[config.mk]
export PLATFORM = sky130hd
export DESIGN_NAME = rx_buf_writer
export DESIGN_NICKNAME = d
export VERILOG_FILES = /design/src/rtl/rx_buf_writer.sv
export SDC_FILE = /design/constraint.sdc
export NUM_CORES = 1
export LEC_CHECK = 0
export ABC_AREA = 1
export BUFFER_PORTS_ARGS = -buffer_cell sky130_fd_sc_hd__buf_2
export CORE_UTILIZATION = 45
export CTS_CLUSTER_SIZE = 10
export DETAILED_ROUTE_END_ITERATION = 6
export GPL_ROUTABILITY_DRIVEN = 0
export GPL_TIMING_DRIVEN = 0
export PLACE_DENSITY = 0.65
export SKIP_CTS_REPAIR_TIMING = 1
export SLEW_MARGIN = 5
export SYNTH_ARGS = -nofsm -noshare
export SYNTH_HDL_FRONTEND = slang
export SYNTH_SLANG_ARGS = --single-unit
[constraint.sdc]
create_clock -name adc_clk -period 2.5 [get_ports adc_clk]
set_input_delay 0 -clock adc_clk [delete_from_list [all_inputs] [get_ports adc_clk]]
set_output_delay 0 -clock adc_clk [all_outputs]
set_load 0.1 [all_outputs]
[src/rtl/rx_buf_writer.sv]
// rx_buf_writer: packs 24-bit I/Q samples into 16-bit words for the
// receive-sample BRAM write port, ping/pong halves, with overrun tracking.
// Ports: adc_clk/reset_n (clock, async active-low reset), run (capture
// enable), in_valid/in_ready/in_i/in_q (sample input), buf_ack/ovr_clr
// (CPU-side pulses), addra/dina/wea (BRAM port A), buf_done/buf_half
// (half-complete pulse and index), overrun (sticky).
// Optional macro RXBUF_TICKS_EN appends a 48-bit adc_clk timestamp to
// every half, latched at the accept of that half's last sample.
module rx_buf_writer #(
    parameter int ADDR_MSB = 13,
    parameter int NRX      = 4,
    parameter int NSAMPS   = 170
) (
    input  logic              adc_clk,
    input  logic              reset_n,
    input  logic              run,
    input  logic              in_valid,
    output logic              in_ready,
    input  logic [23:0]       in_i,
    input  logic [23:0]       in_q,
    input  logic              buf_ack,
    input  logic              ovr_clr,
    output logic [ADDR_MSB:0] addra,
    output logic [15:0]       dina,
    output logic              wea,
    output logic              buf_done,
    output logic              buf_half,
    output logic              overrun
);

`ifdef RXBUF_TICKS_EN
    localparam int TICK_WORDS = 3;
`else
    localparam int TICK_WORDS = 0;
`endif
    localparam int SPH        = NRX * NSAMPS;
    localparam int HALF_WORDS = SPH * 3 + TICK_WORDS;
    localparam logic [ADDR_MSB-1:0] LAST_OFF = ADDR_MSB'(HALF_WORDS - 1);
    localparam logic [ADDR_MSB-1:0] OFF_ONE  = ADDR_MSB'(1);

    if (HALF_WORDS > (1 << ADDR_MSB)) begin : g_size_chk
        $error("rx_buf_writer: half size exceeds 2^ADDR_MSB words");
    end

    typedef enum logic [2:0] {
        IDLE,
        W0,
        W1,
        W2
`ifdef RXBUF_TICKS_EN
        ,
        T0,
        T1,
        T2
`endif
    } state_t;

    state_t              state;
    state_t              st_n;
    logic                wr_n;
    logic [15:0]         wd_n;
    logic                ready_n;
    logic                clr_n;
    logic                accept;
    logic                last_wr_n;
    logic                tick_block;

    logic                half;
    logic [ADDR_MSB-1:0] offset;
    logic                pending;
    logic                last_wr;
    logic [15:0]         hold_q_lo;
    logic [15:0]         hold_hi;

    assign accept = in_valid & in_ready;

`ifdef RXBUF_TICKS_EN
    localparam logic [ADDR_MSB-1:0] LAST_SAMP = ADDR_MSB'(SPH - 1);

    logic [47:0]         tick_cnt;
    logic [47:0]         tick_q;
    logic [ADDR_MSB-1:0] samp_cnt;
    logic                last_samp;

    // The last sample of a half is followed by the timestamp words,
    // so no new sample may be taken during its W2.
    assign tick_block = last_samp;

    always_ff @(posedge adc_clk or negedge reset_n) begin
        if (!reset_n) begin
            tick_cnt  <= '0;
            tick_q    <= '0;
            samp_cnt  <= '0;
            last_samp <= 1'b0;
        end else begin
            tick_cnt <= tick_cnt + 48'd1;
            if (accept) begin
                last_samp <= (samp_cnt == LAST_SAMP);
                if (samp_cnt == LAST_SAMP) begin
                    samp_cnt <= '0;
                    tick_q   <= tick_cnt;
                end else begin
                    samp_cnt <= samp_cnt + OFF_ONE;
                end
            end else if (clr_n) begin
                samp_cnt <= '0;
            end
        end
    end
`else
    assign tick_block = 1'b0;
`endif

    // Next-state and next-word selection. The state names the word
    // currently on the BRAM port; each state issues the following word.
    always_comb begin
        st_n = state;
        wr_n = 1'b0;
        wd_n = '0;
        unique case (state)
            IDLE: begin
                if (accept) begin
                    st_n = W0;
                    wr_n = 1'b1;
                    wd_n = in_i[15:0];
                end
            end
            W0: begin
                st_n = W1;
                wr_n = 1'b1;
                wd_n = hold_q_lo;
            end
            W1: begin
                st_n = W2;
                wr_n = 1'b1;
                wd_n = hold_hi;
            end
            W2: begin
`ifdef RXBUF_TICKS_EN
                if (last_samp) begin
                    st_n = T0;
                    wr_n = 1'b1;
                    wd_n = tick_q[15:0];
                end else if (accept) begin
                    st_n = W0;
                    wr_n = 1'b1;
                    wd_n = in_i[15:0];
                end else begin
                    st_n = IDLE;
                end
`else
                if (accept) begin
                    st_n = W0;
                    wr_n = 1'b1;
                    wd_n = in_i[15:0];
                end else begin
                    st_n = IDLE;
                end
`endif
            end
`ifdef RXBUF_TICKS_EN
            T0: begin
                st_n = T1;
                wr_n = 1'b1;
                wd_n = tick_q[31:16];
            end
            T1: begin
                st_n = T2;
                wr_n = 1'b1;
                wd_n = tick_q[47:32];
            end
            T2: begin
                st_n = IDLE;
            end
`endif
            default: begin
                st_n = IDLE;
            end
        endcase
    end

    assign ready_n   = run & ((st_n == IDLE) |
                              ((st_n == W2) & ~tick_block));
    // Dropping to IDLE with run low abandons the partial half.
    assign clr_n     = (st_n == IDLE) & ~run;
    assign last_wr_n = wr_n & (offset == LAST_OFF);

    always_ff @(posedge adc_clk or negedge reset_n) begin
        if (!reset_n) begin
            state     <= IDLE;
            in_ready  <= 1'b0;
            addra     <= '0;
            dina      <= '0;
            wea       <= 1'b0;
            buf_done  <= 1'b0;
            buf_half  <= 1'b0;
            overrun   <= 1'b0;
            half      <= 1'b0;
            offset    <= '0;
            pending   <= 1'b0;
            last_wr   <= 1'b0;
            hold_q_lo <= '0;
            hold_hi   <= '0;
        end else begin
            state    <= st_n;
            in_ready <= ready_n;
            wea      <= wr_n;
            last_wr  <= last_wr_n;
            buf_done <= last_wr;

            if (accept) begin
                hold_q_lo <= in_q[15:0];
                hold_hi   <= {in_i[23:16], in_q[23:16]};
            end

            // The half bit flips as the last word is issued so that a
            // sample accepted in the same W2 lands in the new half.
            if (wr_n) begin
                addra <= {half, offset};
                dina  <= wd_n;
                if (last_wr_n) begin
                    offset <= '0;
                    half   <= ~half;
                end else begin
                    offset <= offset + OFF_ONE;
                end
            end else if (clr_n) begin
                offset <= '0;
                half   <= 1'b0;
            end

            if (last_wr) begin
                buf_half <= ~half;
            end

            // Ack clears first; a completion in the same cycle re-arms.
            if (buf_ack || clr_n) begin
                pending <= 1'b0;
            end
            if (last_wr) begin
                pending <= 1'b1;
            end

            if (ovr_clr) begin
                overrun <= 1'b0;
            end
            if (last_wr && pending && !buf_ack) begin
                overrun <= 1'b1;
            end
        end
    end

endmodule
# Word-level counts from Yosys, hierarchy flattened
# Cells that the tools add are included.
# word_totals
ff_bits,86
inputBits,54
out_inout_bits,35
word_cells,57
# op_classes
addsub,1
n_eq_ne,6
muxes,17
n_bitwise,7
n_reduce_logical,12
# ops
op,count
16-bit one-hot mux with 3 select lines,1
13-bit 2-to-1 mux,3
16-bit 2-to-1 mux,1
"13-bit by 1-bit adder with 13-bit output, second input constant",1
"13-bit by 11-bit == test with 1-bit output, second input constant",1
3-bit one-hot mux with 4 select lines,1
"3-bit by 2-bit == test with 1-bit output, second input constant",3
1-bit 2-to-1 mux,9
3-bit zero test,2
2-bit nonzero test,3
1-bit bitwise AND,4
2-bit OR reduction,2
"3-bit by 1-bit == test with 1-bit output, second input constant",1
3-bit 2-to-1 mux,1
1-bit logical AND,2
"2-bit by 1-bit inequality test with 1-bit output, second input constant",1
1-bit NOT,2
1-bit one-hot mux with 2 select lines,1
2-bit AND reduction,1
1-bit zero test,1
1-bit logical OR,1
1-bit OR,1

# Logic depth before layout (Yosys ltp)
# Gate-level depths: netlist of the first run.
# depth
depth_word,8
depth_mapped,9
depth_no_buf,9

# Worst setup path after synthesis of the first run
# OpenSTA, ideal clock, no wires.
# synth_path
path_kind,reg2reg
startpoint,reg in_ready
endpoint,reg dina[10]
setup_time_ns,0.127
arrival_ns,1.766
required_ns,2.373
slack_ns,0.607
path_stages_with_launch,9
n_path_buf,1
period_less_slack_ns,1.893
cell_sequence,dfrtp_1 -> nand2_1 -> inv_2 -> nand2_4 -> nand2_8 -> inv_6 -> buf_6 -> nand2_1 -> nand3b_1
# synth_between
elab_chain_cells,3
elab_cells_between_ends,5
cone_classes,mux: 4; bitwise: 1
# synth_lines
element,line,rtl
"start, declared",18,"output logic in_ready,"
"start signal, assigned",206,in_ready <= ready_n;
1-bit bitwise AND (*),75,assign accept = in_valid & in_ready;
16-bit 2-to-1 mux / 1-bit 2-to-1 mux (equally long branches),"122, 152",
16-bit one-hot mux with 3 select lines / 1-bit one-hot mux with 2 select lines (equally long branches),120,unique case (state)
"end signal, assigned",220,dina <= wd_n;
"end, declared",24,"output logic [15:0] dina,"
# Mark *: on every way between the ends. The rest lies on a longest branch, timed or not.
# A chain may end at the register's enable or synchronous reset.

# Worst setup path in the final report of the first run
# layout_path
startpoint,reg offset[0]
endpoint,reg offset[10]
# layout_between
elab_chain_cells,4
elab_cells_between_ends,5
cone_classes,add/sub: 1; eq/ne: 1; mux: 2; bitwise: 1
# layout_lines
element,line,rtl
"start, declared",69,logic [ADDR_MSB-1:0] offset;
"start signal, assigned",225,offset <= offset + OFF_ONE;
"parallel branches: the longest is 2 deep, another holds 13-bit by 1-bit adder with 13-bit output",--,
13-bit 2-to-1 mux (*),221,if (last_wr_n) begin
13-bit 2-to-1 mux (*),218,if (wr_n) begin
# Mark *: on every way between the ends.

==> summary.txt, run 1 <==
Outcome
  • Status: completed

Floorplan
  • Core Rows: 33
  • Starting Density: 47.0%
  • Core Box Area: between 8000 and 9000 sq um
  • Die Width: 95.1 um
  • Ports: between 80 and 90
  • Die area: approximately 9100 sq um
  • Die Span Y: 95.1 um

Detailed routing
  • Vias per cell: 4.90
  • Final wirelength: 9.62 mm
  • Iter 0 DRT Violations: 233
  • Pre-Repair DR Iteration Count: 5
  • Remaining DRCs: 0
  • Vias: 3509
  • Drt wl/cell: 13.4 um
  • Final ANT Viol Nets: 0

Worst setup path
  • Crit path kind: register to register
  • CP max FO: 7
  • Crit end category: register
  • CP Data Arrival Time: 2.01 ns
  • Req. time, crit path: 2.75 ns
  • CP Launch Type: register

Clock network
  • Clock transition at path regs: approximately 0.090 ns
  • TritonCTS clock tree: built
  • TritonCTS Buffers: 9
  • Total clock sinks: between 80 and 90
  • Worst-Skew Late Latency: 0.36 ns
  • Clock Path Buffers: 2
  • H-tree levels: 3
  • Root buf cell: clkbuf_8

Layout
  • Ant. Diodes: 0
  • Final core area utilization: 62.9%
  • Cell area after layout: around 5200 sq um
  • Layout cells sized above 1: 21.4%
  • Area Overhead vs Synth: 33.7%
  • Commonest non-fill, non-tap cell in the layout: nand2_1
  • Multi-input gate area: 1410 sq um
  • Commonest cells after routing, fill and taps aside: nand2_1, buf_2, dfrtp_1
  • Reg area: between 2000 and 2500 sq um
  • Filler instances: between 700 and 800
  • NumNets Final: roughly 660

Min path
  • Worst Hold Class: input pin to register

Synthesis
  • Mapped Area: 3900 sq um
  • Sequential share of the synthesized area: 55.1%
  • Syn_nets: 507
  • Post-Synthesis Cells: roughly 450
  • Synth warnings: 0
  • FF+latch count, synth: 86
  • Synth Area per Inst: about 8.6 sq um
  • Distinct cells, synth: 28

Placed design
  • DPL Wire Length: 6.54 mm
  • IO buf count: 88
  • Area after DPL: around 4500 sq um

Power
  • Leak: 0.00265 uW
  • Maximum VDD drop: 0.00112 V
  • Power per cell area: 875 nW/um^2

STA
  • Slew HR: roughly 64%
  • Final setup TNS: 0 ns
  • Maximum clock frequency: 568 MHz
  • Max Slew Vio Count: 0
  • Worst slew pin tran: 0.536 ns
  • Final setup viols: 0
  • Min cycle time layout: 1.76 ns
  • Tcrit/Tclk final: 70.4%
  • Layout Skew: about 0.012 ns
  • RSZ-0062 raised after global routing: false
  • Hold Vio Cnt, Final: 0

Global routing
  • GR Util All Layers: 21.2%
  • Global-route wire length before repair: 14.5 mm
  • Vias in the first global route: ~3000
  • Overflow after GRT: 0
  • Number of antenna violations at the first check in global routing: 0
  • Largest net degree at the start of global routing: 52

Job
  • Max Cap Viol: 0
==> through the flow <==
stage / cells / total power, uW / hold slack (ns) / worst slack (ns)
floorplan: 452 / 3270 / -0.296 / 0.607
global placement: 645 / 3620 / 0.199 / 0.672
detailed placement: 646 / 3650 / -0.00309 / 0.779
CTS: 662 / 4530 / -0.406 / 0.763
global route: 716 / 4790 / 0.148 / 0.573
finish: 716 / 4570 / 0.111 / 0.740
==> cells in the mapped netlist <==
cell type / instances / area [sq um]
dfrtp_1: 86 / 2150
inv_2: 3 / 11.3
conb_1: 1 / 3.75
buf_6: 4 / 45.0
nand2_1: 146 / 548
o21ai_0: 39 / 195
nand4_1: 10 / 62.6
nor4_1: 1 / 6.26
buf_1: 3 / 11.3
nor2_1: 14 / 52.6
o22ai_1: 15 / 93.8
clkbuf_1: 5 / 18.8
nor2_4: 1 / 11.3
nor2_2: 1 / 6.26
nand3_4: 1 / 17.5
o21ai_2: 7 / 61.3
inv_6: 2 / 17.5
nand3b_1: 17 / 128
nand2_8: 1 / 20.0
inv_1: 56 / 210
buf_8: 1 / 15.0
nand2_4: 3 / 33.8
o21ai_1: 7 / 35.0
ha_1: 1 / 12.5
buf_2: 3 / 15.0
a21oi_1: 2 / 10.0
nor3_1: 2 / 10.0
nand3_1: 20 / 100
==> layer usage <==
metal	wire length (um)	global-route usage, %
met1	4670	30.7
met3	380	3.83
met2	4410	31.5
met4	159	8.33
met5	0	0
==> final timing paths <==
| check | startpoint | cells past startpoint | slack [ns] | endpoint |
|---|---|---|---|---|
| max in group asynchronous | reset_n | 3 | 1.74 | dina[0]$_DFFE_PN0P_ |
| setup reg to reg | offset[0]$_DFFE_PN0P_ | 8 | 0.74 | offset[10]$_DFFE_PN0P_ |
| hold / removal | in_valid | 5 | 0.11 | hold_hi[15]$_DFFE_PN0N_ |
| min in group asynchronous | reset_n | 2 | 0.14 | hold_q_lo[10]$_DFFE_PN0N_ |
| setup / recovery | offset[0]$_DFFE_PN0P_ | 8 | 0.74 | offset[10]$_DFFE_PN0P_ |
| hold reg to reg | last_wr$_DFF_PN0_ | 0 | 0.42 | buf_done$_DFF_PN0_ |
==> sequential cells by signal, summed over array words and instances (netlist names) <==
register	count
last_wr	1
dina	16
offset	13
half	1
state	3
buf_half	1
pending	1
overrun	1
hold_q_lo	16
addra	14
wea	1
hold_hi	16
in_ready	1
buf_done	1
==> critical path, stage by stage (launching register included) <==
cell	delay (ns)
dfrtp_1	0.41
ha_1	0.30
nand2_1	0.15
nor3_1	0.19
nand3_1	0.17
nand2_1	0.21
inv_1	0.11
nand2_1	0.07
nand2_1	0.05
==> kinds of logic (layout without fill, tap and decap cells) <==
group                    after synthesis  in the layout  synth area share, %
flip-flops                            86             86                 55.1
AND/OR/NAND/NOR                      217            217                 25.5
adder cells (fa/ha/maj)                1              1                0.320
buffers and inverters                 77            236                 8.81
other                                  1              1               0.0961
AO/OA/AOI/OAI                         70             70                 10.1
==> layout make-up <==
cell class	count	area share (%)
Multi-Input combinational cell	289	27.0
Timing Repair Buffer	143	19.4
Clock inverter	6	0.863
Buffer	16	2.01
Clock buffer	10	2.45
Inverter	61	4.58
Tap cell	105	2.52
Sequential cell	86	41.2
==> power breakdown <==
part           leakage, uW  internal (uW)  switching [uW]
Combinational      0.00145            386            1520
Clock            0.0000793            366             512
Sequential         0.00112           1660             124
Total              0.00265           2410            2160
(Power assumes the default switching activity.)
==> run 2: changes to the inputs <==
--- a/config.mk
+++ b/config.mk
@@ -5,14 +5,14 @@
 export SDC_FILE = /design/constraint.sdc
 export NUM_CORES = 1
 export LEC_CHECK = 0
-export ABC_AREA = 1
+export ABC_AREA = 0
 export BUFFER_PORTS_ARGS = -buffer_cell sky130_fd_sc_hd__buf_2
 export CORE_UTILIZATION = 45
 export CTS_CLUSTER_SIZE = 10
 export DETAILED_ROUTE_END_ITERATION = 6
 export GPL_ROUTABILITY_DRIVEN = 0
 export GPL_TIMING_DRIVEN = 0
-export PLACE_DENSITY = 0.65
+export PLACE_DENSITY = 0.66
 export SKIP_CTS_REPAIR_TIMING = 1
 export SLEW_MARGIN = 5
 export SYNTH_ARGS = -nofsm -noshare
==> constraint.sdc (replaced) <==
create_clock -name adc_clk -period 1.7 [get_ports adc_clk]
set_input_delay 0 -clock adc_clk [delete_from_list [all_inputs] [get_ports adc_clk]]
set_output_delay 0 -clock adc_clk [all_outputs]
set_load 0.1 [all_outputs]
==> run 2 against run 1 <==
Compared with the run above: global-route usage shrank 1.9 points; clock-buffer cell count is the same; sequential power grew 51%; die area shrank 8.0%; synthesized cell count shrank 33%; hold slack lost 0.049 ns; largest cell class unchanged; largest power group unchanged.
==> summary.txt, run 2 <==
Outcome
  • Status: completed

Layout
  • Commonest cells after routing, fill and taps aside: buf_2, dfrtp_1, nand2_1
  • Largest registers: dina (16), hold_hi (16), hold_q_lo (16)
  • Layout cells sized above 1: 38.5% (+17 points)
  • Area Overhead vs Synth: 42.2%
  • NumNets Final: 520 (-21%)
  • Commonest non-fill, non-tap cell in the layout: buf_2
  • Cell area after layout: 5100 sq um (-2.3%)
  • Ant. Diodes: 0 (unchanged)

Synthesis
  • Sequential share of the synthesized area: 60.1% (+4.9 points)
  • Synth warnings: 0 (unchanged)
  • Synth Area per Inst: 11.9 sq um (+37%)
  • Mapped Area: 3580 sq um (-8.2%)
  • Area leader, netlist: dfrtp_1
  • EDFF count, synth: 0 (unchanged)
  • Synth top cells by count: dfrtp_1, nand2_1, mux2_2, a222oi_1, a31oi_1
  • Mux contribution to synthesized area: 11.0% (+11 points)
  • Synth top area share: 60.1% (+4.9 points)
  • Xor/xnor share of the synthesized area: 0.489% (+0.49 points)
  • Count leader, synth: dfrtp_1
  • FF+latch count, synth: 86 (unchanged)
  • Top cells by area, synth: dfrtp_1, mux2_2, nand2_1, a222oi_1, a31oi_1
  • Async S/R FF share, synth: 100% (unchanged)
  • Compound-cell area share of the yosys netlist: 9.46% (-0.67 points)
  • Combinational family with the most area after synthesis: simple AND/OR/NAND/NOR gates
  • Adder-cell area share of the yosys netlist: 0.349% (+0.029 points)
  • Most used DFF post-synth: dfrtp_1
  • Post-Synth Simple-Gate Area: 16.0% (-9.5 points)
  • Distinct cells, synth: 42 (+50%)
  • Post-Synthesis Cells: 302 (-33%)
  • Syn_nets: 357 (-30%)

Placed design
  • IO buf count: 88 (unchanged)
  • Area after DPL: 4190 sq um (-6.9%)
  • DPL Wire Length: 5.27 mm (-20%)

Floorplan
  • Core Rows: 32 (-3.0%)
  • Ports: 89 (unchanged)
  • Core Box Area: 7730 sq um (-6.9%)
  • Starting Density: 46.4% (-0.66 points)
  • Die Width: 91.2 um (-4.1%)
  • Die area: 8320 sq um (-8.0%)
  • Die Span Y: 91.2 um (-4.1%)

Global routing
  • Number of antenna violations at the first check in global routing: 0 (unchanged)
  • Global-route wire length before repair: 12.5 mm (-13%)
  • Largest net degree at the start of global routing: 48 (-7.7%)
  • Overflow after GRT: 0 (unchanged)
  • Vias in the first global route: 2598 (-14%)
  • GR Util All Layers: 19.4% (-1.9 points)

Power
  • Leak: 0.00253 uW (-4.4%)
  • Gate power share: 39.8% (-2.0 points)
  • Maximum VDD drop: 0.00115 V (+2.7%)
  • Total chip power: 6930 uW (+52%)
  • Sw Ratio: 44.7% (-2.5 points)
  • Power Internal: 3830 uW (+59%)
  • Power per cell area: 1360 nW/um^2 (+55%)
  • Clock power share: 21.4% (+2.2 points)
  • Sw power: 3100 uW (+44%)
  • Sequential share of power: 38.8% (-0.2 points)

STA
  • Final setup viols: 0 (unchanged)
  • Maximum clock frequency: 614 MHz (+8.0%)
  • Layout Skew: 0.0110 ns (-0.000774 ns)
  • Tcrit/Tclk final: 95.8% (+25 points)
  • Worst slew pin tran: 0.572 ns (+0.0363 ns)
  • Slew HR: 61.9% (-2.4 points)
  • Max Slew Vio Count: 0 (unchanged)
  • Min cycle time layout: 1.63 ns (-0.131 ns)
  • Hold Vio Cnt, Final: 0 (unchanged)

Worst setup path
  • R2R cell count: 5 (-3)
  • Req. time, crit path: 1.94 ns (-0.81 ns)
  • Worst setup path end: offset[12]$_DFFE_PN0P_
  • CP Data Arrival Time: 1.87 ns (-0.14 ns)
  • FF-to-FF End: offset[12]$_DFFE_PN0P_
  • Critical R2R Launch: offset[1]$_DFFE_PN0P_
  • Crit end category: register
  • R2R setup slack: 0.07 ns (-0.67 ns)
  • Crit path kind: register to register
  • CP Launch Type: register
  • CP max FO: 8 (+1)
  • Worst setup path start: offset[1]$_DFFE_PN0P_

Detailed routing
  • Final wirelength: 8.90 mm (-7.4%)
  • WL met1: 3.82 mm (-18%)
  • Met3 WL post-DR: 400 um (+5.3%)
  • Routed wl met2: 4.60 mm (+4.3%)
  • Remaining DRCs: 0 (unchanged)
  • Vias per cell: 5.23 (+6.7%)
  • Vias: 2990 (-15%)
  • Drt wl/cell: 15.6 um (+16%)
  • Final ANT Viol Nets: 0 (unchanged)
  • Pre-Repair DR Iteration Count: 6 (+1)
  • Highest metal used: met4
  • Iter 0 DRT Violations: 180 (-23%)

Clock network
  • Clock Path Buffers: 2 (unchanged)
  • Root buf cell: clkbuf_8
  • Clock transition at path regs: 0.10 ns (about the same)
  • Total clock sinks: 86 (unchanged)
  • TritonCTS clock tree: built
  • Worst-Skew Late Latency: 0.36 ns (about the same)
  • H-tree levels: 3 (unchanged)
  • TritonCTS Buffers: 9 (unchanged)

Min path
  • Worst Hold Class: input pin to register
  • Hold Path Cell Cnt: 3 (-2)

Job
  • Max Cap Viol: 0 (unchanged)
-- run 2: cell count changes after synthesis, sizes merged, moves of 14 or more --
cell / previous run / this run
o22ai: 15 / 0
nand3: 21 / 3
o21ai: 53 / 4
inv: 61 / 3
nor2: 16 / 2
mux2: 0 / 34
a222oi: 0 / 16
nand2: 150 / 78
-- run 2: cells by family after synthesis --
family	after synthesis
and+or+nand+nor	116
DFF	86
AOI/OAI and AO/OA	41
muxes	35
buffers and inverters	20
xor gates and xnor gates	2
adders and majority gates	1
other	1
-- run 2: per-stage QoR --
stage | utilization (%) | TNS [ns] | setup WS (ns) | std cells | hold WS, ns
final | 65.9 | 0 | 0.0707 | 572 | 0.0623
after CTS | 56.9 | -3.48 | -0.189 | 509 | -0.366
after detailed placement | 54.3 | -3.10 | -0.178 | 493 | 0.0206
after floorplan | - | 0 | 0.0108 | 302 | -0.296
after global routing | 65.9 | -0.0733 | -0.0236 | 572 | 0.0651
after global placement | 53.9 | -14.24 | -0.407 | 492 | 0.192
-- run 2: worst min-delay path by stage --
stage / start / end / slack (ns)
2_1_floorplan: reset_n / addra[0]$_DFFE_PN0P_ / -0.30
3_3_place_gp: ovr_clr / overrun$_DFFE_PN0P_ / 0.19
3_5_place_dp: reset_n / last_wr$_DFF_PN0_ / 0.02
4_1_cts: reset_n / dina[13]$_DFFE_PN0P_ / -0.37
5_1_grt: in_valid / hold_q_lo[15]$_DFFE_PN0N_ / 0.07
6_report: in_valid / hold_q_lo[15]$_DFFE_PN0N_ / 0.06
-- run 2: layer usage --
metal / vias to the layer above / GRT usage, %
li1: 1418 / -
met1: 1471 / 24.3
met2: 91 / 31.8
met3: 10 / 7.29
met4: 0 / 4.76
met5: - / 0
-- run 2: worst max-delay path, stage by stage (launching register included) --
cell     delay, ns
dfrtp_1       0.44
ha_4          0.18
nor3b_4       0.18
nand4_2       0.16
and2_4        0.24
a221o_1       0.31
-- run 2: power groups by stage --
stage               Clock, uW  Combinational [uW]  Sequential, uW
floorplan                   0                 538            4230
global placement            0                2550            2690
detailed placement          0                2580            2690
CTS                      1510                2580            2660
global route             1600                2890            2730
finish                   1480                2760            2690
-- run 2: cell type report --
cell class | instances | area, sq um
Buffer | 13 | 70.1
Clock buffer | 10 | 138
Clock inverter | 6 | 70.1
Fill cell | 614 | 2630
Inverter | 3 | 13.8
Multi-Input combinational cell | 196 | 1400
Sequential cell | 86 | 2160
Tap cell | 102 | 128
Timing Repair Buffer | 156 | 1120
